[src/rtl/regfile_pkg.sv]
// Shared widths, index/word types and the hardwired-zero index for the MIPS register file.
package regfile_pkg;

  localparam int DATA_W   = 32;
  localparam int ADDR_W   = 5;
  localparam int NUM_REGS = 2 ** ADDR_W;

  typedef logic [ADDR_W-1:0] reg_idx_t;
  typedef logic [DATA_W-1:0] reg_word_t;

  localparam reg_idx_t REG_ZERO = 5'd0;

endpackage

[src/rtl/reg_read_port.sv]
// One combinational read port: index mux, zero-index force and, with REGFILE_BYPASS_EN
// defined, a same-cycle write-through from the write-back port.
module reg_read_port
  import regfile_pkg::*;
(
  input  reg_idx_t  rd_idx,
  input  reg_word_t regs [NUM_REGS],
  input  logic      wr_en,
  input  reg_idx_t  wr_idx,
  input  reg_word_t wr_data,
  output reg_word_t rd_data
);

`ifdef REGFILE_BYPASS_EN
  logic bypass_hit;
  assign bypass_hit = wr_en && (wr_idx != REG_ZERO) && (wr_idx == rd_idx);
`else
  logic bypass_hit;
  logic unused_bypass;
  assign bypass_hit    = 1'b0;
  assign unused_bypass = ^{wr_en, wr_idx, wr_data};
`endif

  always_comb begin
    rd_data = regs[rd_idx];
    if (rd_idx == REG_ZERO) begin
      rd_data = '0;
    end
`ifdef REGFILE_BYPASS_EN
    if (bypass_hit) begin
      rd_data = wr_data;
    end
`else
    if (bypass_hit) begin
      rd_data = '0;
    end
`endif
  end

endmodule

[src/rtl/reg_file_2r1w.sv]
// MIPS register file, two combinational read ports (rs/rt), one write port, debug read.
// Optional same-cycle write-through on the rs/rt ports when REGFILE_BYPASS_EN is defined.
module reg_file_2r1w
  import regfile_pkg::*;
(
  input  logic      CLK,
  input  logic      RESET,
  input  reg_idx_t  READ_REG1,
  input  reg_idx_t  READ_REG2,
  input  logic      REG_WRITE,
  input  reg_idx_t  WRITE_REG,
  input  reg_word_t WRITE_DATA,
  output reg_word_t READ_DATA1,
  output reg_word_t READ_DATA2,
  input  reg_idx_t  DBG_ADDR,
  output reg_word_t DBG_DATA
);

  reg_word_t regs [NUM_REGS];
  logic      wr_live;

  // Reset masks the bypass too, so every output reads zero while RESET is high.
  assign wr_live = REG_WRITE && !RESET;

  always_ff @(posedge CLK or posedge RESET) begin
    if (RESET) begin
      for (int i = 0; i < NUM_REGS; i++) begin
        regs[i] <= '0;
      end
    end else if (REG_WRITE && (WRITE_REG != REG_ZERO)) begin
      regs[WRITE_REG] <= WRITE_DATA;
    end
  end

  reg_read_port u_port_rs (
    .rd_idx  (READ_REG1),
    .regs    (regs),
    .wr_en   (wr_live),
    .wr_idx  (WRITE_REG),
    .wr_data (WRITE_DATA),
    .rd_data (READ_DATA1)
  );

  reg_read_port u_port_rt (
    .rd_idx  (READ_REG2),
    .regs    (regs),
    .wr_en   (wr_live),
    .wr_idx  (WRITE_REG),
    .wr_data (WRITE_DATA),
    .rd_data (READ_DATA2)
  );

  // Entry 0 is never written, so a plain index already returns zero there.
  assign DBG_DATA = regs[DBG_ADDR];

endmodule
[config.mk]
export PLATFORM = sky130hd
export DESIGN_NAME = reg_file_2r1w
export DESIGN_NICKNAME = d
export VERILOG_FILES = /design/src/rtl/regfile_pkg.sv /design/src/rtl/reg_read_port.sv /design/src/rtl/reg_file_2r1w.sv
export SDC_FILE = /design/constraint.sdc
export NUM_CORES = 2
export LEC_CHECK = 0
export CAP_MARGIN = 0
export CORE_ASPECT_RATIO = 0.8
export CORE_MARGIN = 1.5
export CORE_UTILIZATION = 60
export DETAILED_ROUTE_END_ITERATION = 10
export PLACE_DENSITY = 0.78
export SLEW_MARGIN = 20
export SYNTH_ARGS = -nofsm -noshare
export SYNTH_HDL_FRONTEND = slang
export SYNTH_SLANG_ARGS = --single-unit
[constraint.sdc]
create_clock -name CLK -period 46.9 [get_ports CLK]
set_input_delay 9.38 -clock CLK [delete_from_list [all_inputs] [get_ports CLK]]
set_output_delay 9.38 -clock CLK [all_outputs]
set_load 0.01 [all_outputs]
==> results by group <==
Worst setup path
  – Worst EP required: roughly 38000 ps
  – Crit-path max FO: slightly above 80
  – Crit start category: primary input
  – Nature of the critical path endpoint: output port
  – WP data arrival: approximately 14000 ps
  – Setup Crit Path Kind: in2out

Finish
  – Max reg flops: 1024
  – Share of cells above drive strength 1: a little under three fifths
  – Reg with most FFs: regs
  – Net count, final: a little under 4000
  – Design area: 67870 sq um
  – Leading cell types in the layout, fill and taps excluded: mux2_2, dfrtp_1, mux4_2
  – Most common cell after layout, fill and taps aside: mux2_2
  – Largest registers: regs: 1024 flops
  – Reg area: approximately 26000 sq um
  – Final non-filler cell total: 5367
  – Final core occ: ~66%
  – Area growth from synthesis to layout: 9.335%
  – Area of the multi-input gates: about 35000 sq um
  – # fillers: ~7000

Clocking
  – Htree depth: 3
  – Clock buffer depth: 3
  – CTS sink count: 1024
  – Clock-pin slew on the worst setup and hold paths: ~60 ps
  – Cts hold-fix bufs: 0
  – CTS tree: done
  – Clk_lat worst skew: approximately 700 ps
  – TritonCTS buffer count: between 100 and 150
  – Clk root buf: clkbuf_16
  – CTS-repair resized insts: 0
  – # Post-CTS Setup Buffers: 0

Drt
  – Final ANT Viol Nets: 0
  – Vias/cell: about 8
  – First-pass iteration count of the detailed router: 8
  – Initial drt markers: 6120
  – Routed WL per cell: between 30 and 40 um
  – Via count: about 43000
  – DRC errors left: 0
  – Detailed Route WL: just over 200000 um

Floorplanning
  – Die area: 105400 sq um
  – Die Span Y: between 200 and 300 um
  – I/O pins: 151
  – Core Area: roughly 100000 sq um
  – Die width: ~360 um
  – Initial cell density of the core: 60.50%
  – # rows: ~110

Min path
  – Worst hold path class: reg2reg

Logic synthesis
  – Synth top area share: between 40% and 50%
  – Synth Register Bits: between 1000 and 1500
  – Synth cell types: 31
  – Ranking of synthesized cells by area: dfrtp_1, mux4_2, mux2_2
  – Syn Nets: 4095
  – Area leader, netlist: dfrtp_1
  – Ys Warns: 0
  – Post-Syn Instances: 4040
  – Sequential element share of the synthesized area: 41.28%
  – Syn Std Cell Area: roughly 62000 sq um
  – Mean Syn Cell Area: approximately 15 sq um

Timing
  – RSZ-0062 raised after global routing: no
  – Worst Max-Slew Pin Slew: between 1000 and 1500 ps
  – Clock skew: 0 ps
  – Rel. slew slack: 21.92%
  – Setup TNS: 0 ps
  – Final period util: around half
  – Final Max Slew Viols: 0
  – Final hold viol count: 0
  – Final setup viols: 0
  – Max Clk Rate: ~43 MHz
  – Tmin final: 23280 ps

Global routing
  – Largest net degree at the start of global routing: around 180
  – Grt total ovfl: 0
  – GRT Util Overall: around two fifths
  – First-pass GRT wire length: roughly 300000 um
  – Vias in the first global route: 42960
  – Initial antenna violation count: 7

Run
  – Max_cap viols: 0

Place
  – GP Congestion: between 0.8 and 0.9
  – DP HPWL: 111600 um
  – Placed instance area: between 60000 and 70000 sq um
  – PortBufs: 150
  – DP Cell Count: 5166

Power and ir drop
  – PD cells: around 42 nW/um^2
  – Maximum vdd drop: 0.00002953 V
  – Leak Pwr: around 28 nW

Run status
  – Status: finished clean
## cells by family after synthesis
group / synth area share (%)
multiplexers: 49.67
flip-flops: 41.28
buffers and inverters: 3.421
AO/OA/AOI/OAI: 4.249
AND/OR/NAND/NOR: 1.381
## metal layers
| layer | routed length (um) | GRT usage (%) | vias up |
|---|---|---|---|
| li1 | - | - | 15930 |
| met1 | 75890 | 54.93 | 22780 |
| met5 | 37 | 0 | - |
| met4 | 10640 | 17.30 | 6 |
| met2 | 88520 | 54.63 | 3504 |
| met3 | 28920 | 15.24 | 689 |
## critical path, cell delays in order
cell and delay, ps:
buf_8 540, buf_4 800, buf_4 910, mux4_2 360
mux2_2 150, o21ai_0 70, a311oi_1 850, clkdlybuf4s50_1 700
## worst paths after layout
path                       cells past startpoint              to         start  slack [ps]
setup / recovery                               8  READ_DATA2[18]  READ_REG2[2]       23620
max in group asynchronous                      6       regs[653]         RESET       33790
hold / removal                                 0       regs[995]     regs[995]         420
hold reg to reg                                0       regs[995]     regs[995]         420
min in group asynchronous                      2       regs[188]         RESET        9230
setup reg to reg                               1       regs[471]     regs[471]       46050
## layout make-up
class                   count  share of cell area (%)
inverters                   3                 0.03503
multi-input cells        2515                   50.99
clock inverters            46                   1.027
well taps                1391                   2.564
clock buffers             145                   4.369
flip-flops and latches   1024                   37.76
diodes                      9                 0.03319
repair buffers            234                   3.228
## report_power, final
group / internal (mW) / switching, mW / leakage [nW]
Clock: 0.521 / 0.378 / 1.79
Combinational: 0.428 / 0.263 / 13.0
Sequential: 1.05 / 0.178 / 13.1
## per-stage QoR
stage / power [mW] / hold WS (ps) / setup WS (ps)
2_1_floorplan: 1.703 / 458.0 / 8704
3_3_place_gp: 1.886 / 394.2 / 23600
3_5_place_dp: 1.911 / 402.5 / 23540
4_1_cts: 2.806 / 417.1 / 23550
5_1_grt: 2.914 / 428.8 / 23320
6_report: 2.819 / 418.7 / 23620
## synth_stat cells (all sizes together)
cell and instances:
mux2 1088, dfrtp 1024, mux4 768, clkbuf 292, buf 206, mux2i 128
o21ai 111, nor2b 68, a211oi 64, a22oi 64, a311oi 64, nand2 50
a221oi 47, nor2 23, o2111ai 17, nand3b 4, nor3b 4, inv 3
or2 3, and2 2, nand2b 2, nand3 2, or4 2, and3 1
and3b 1, nor3 1, or3b 1
(Power assumes the default switching activity.)
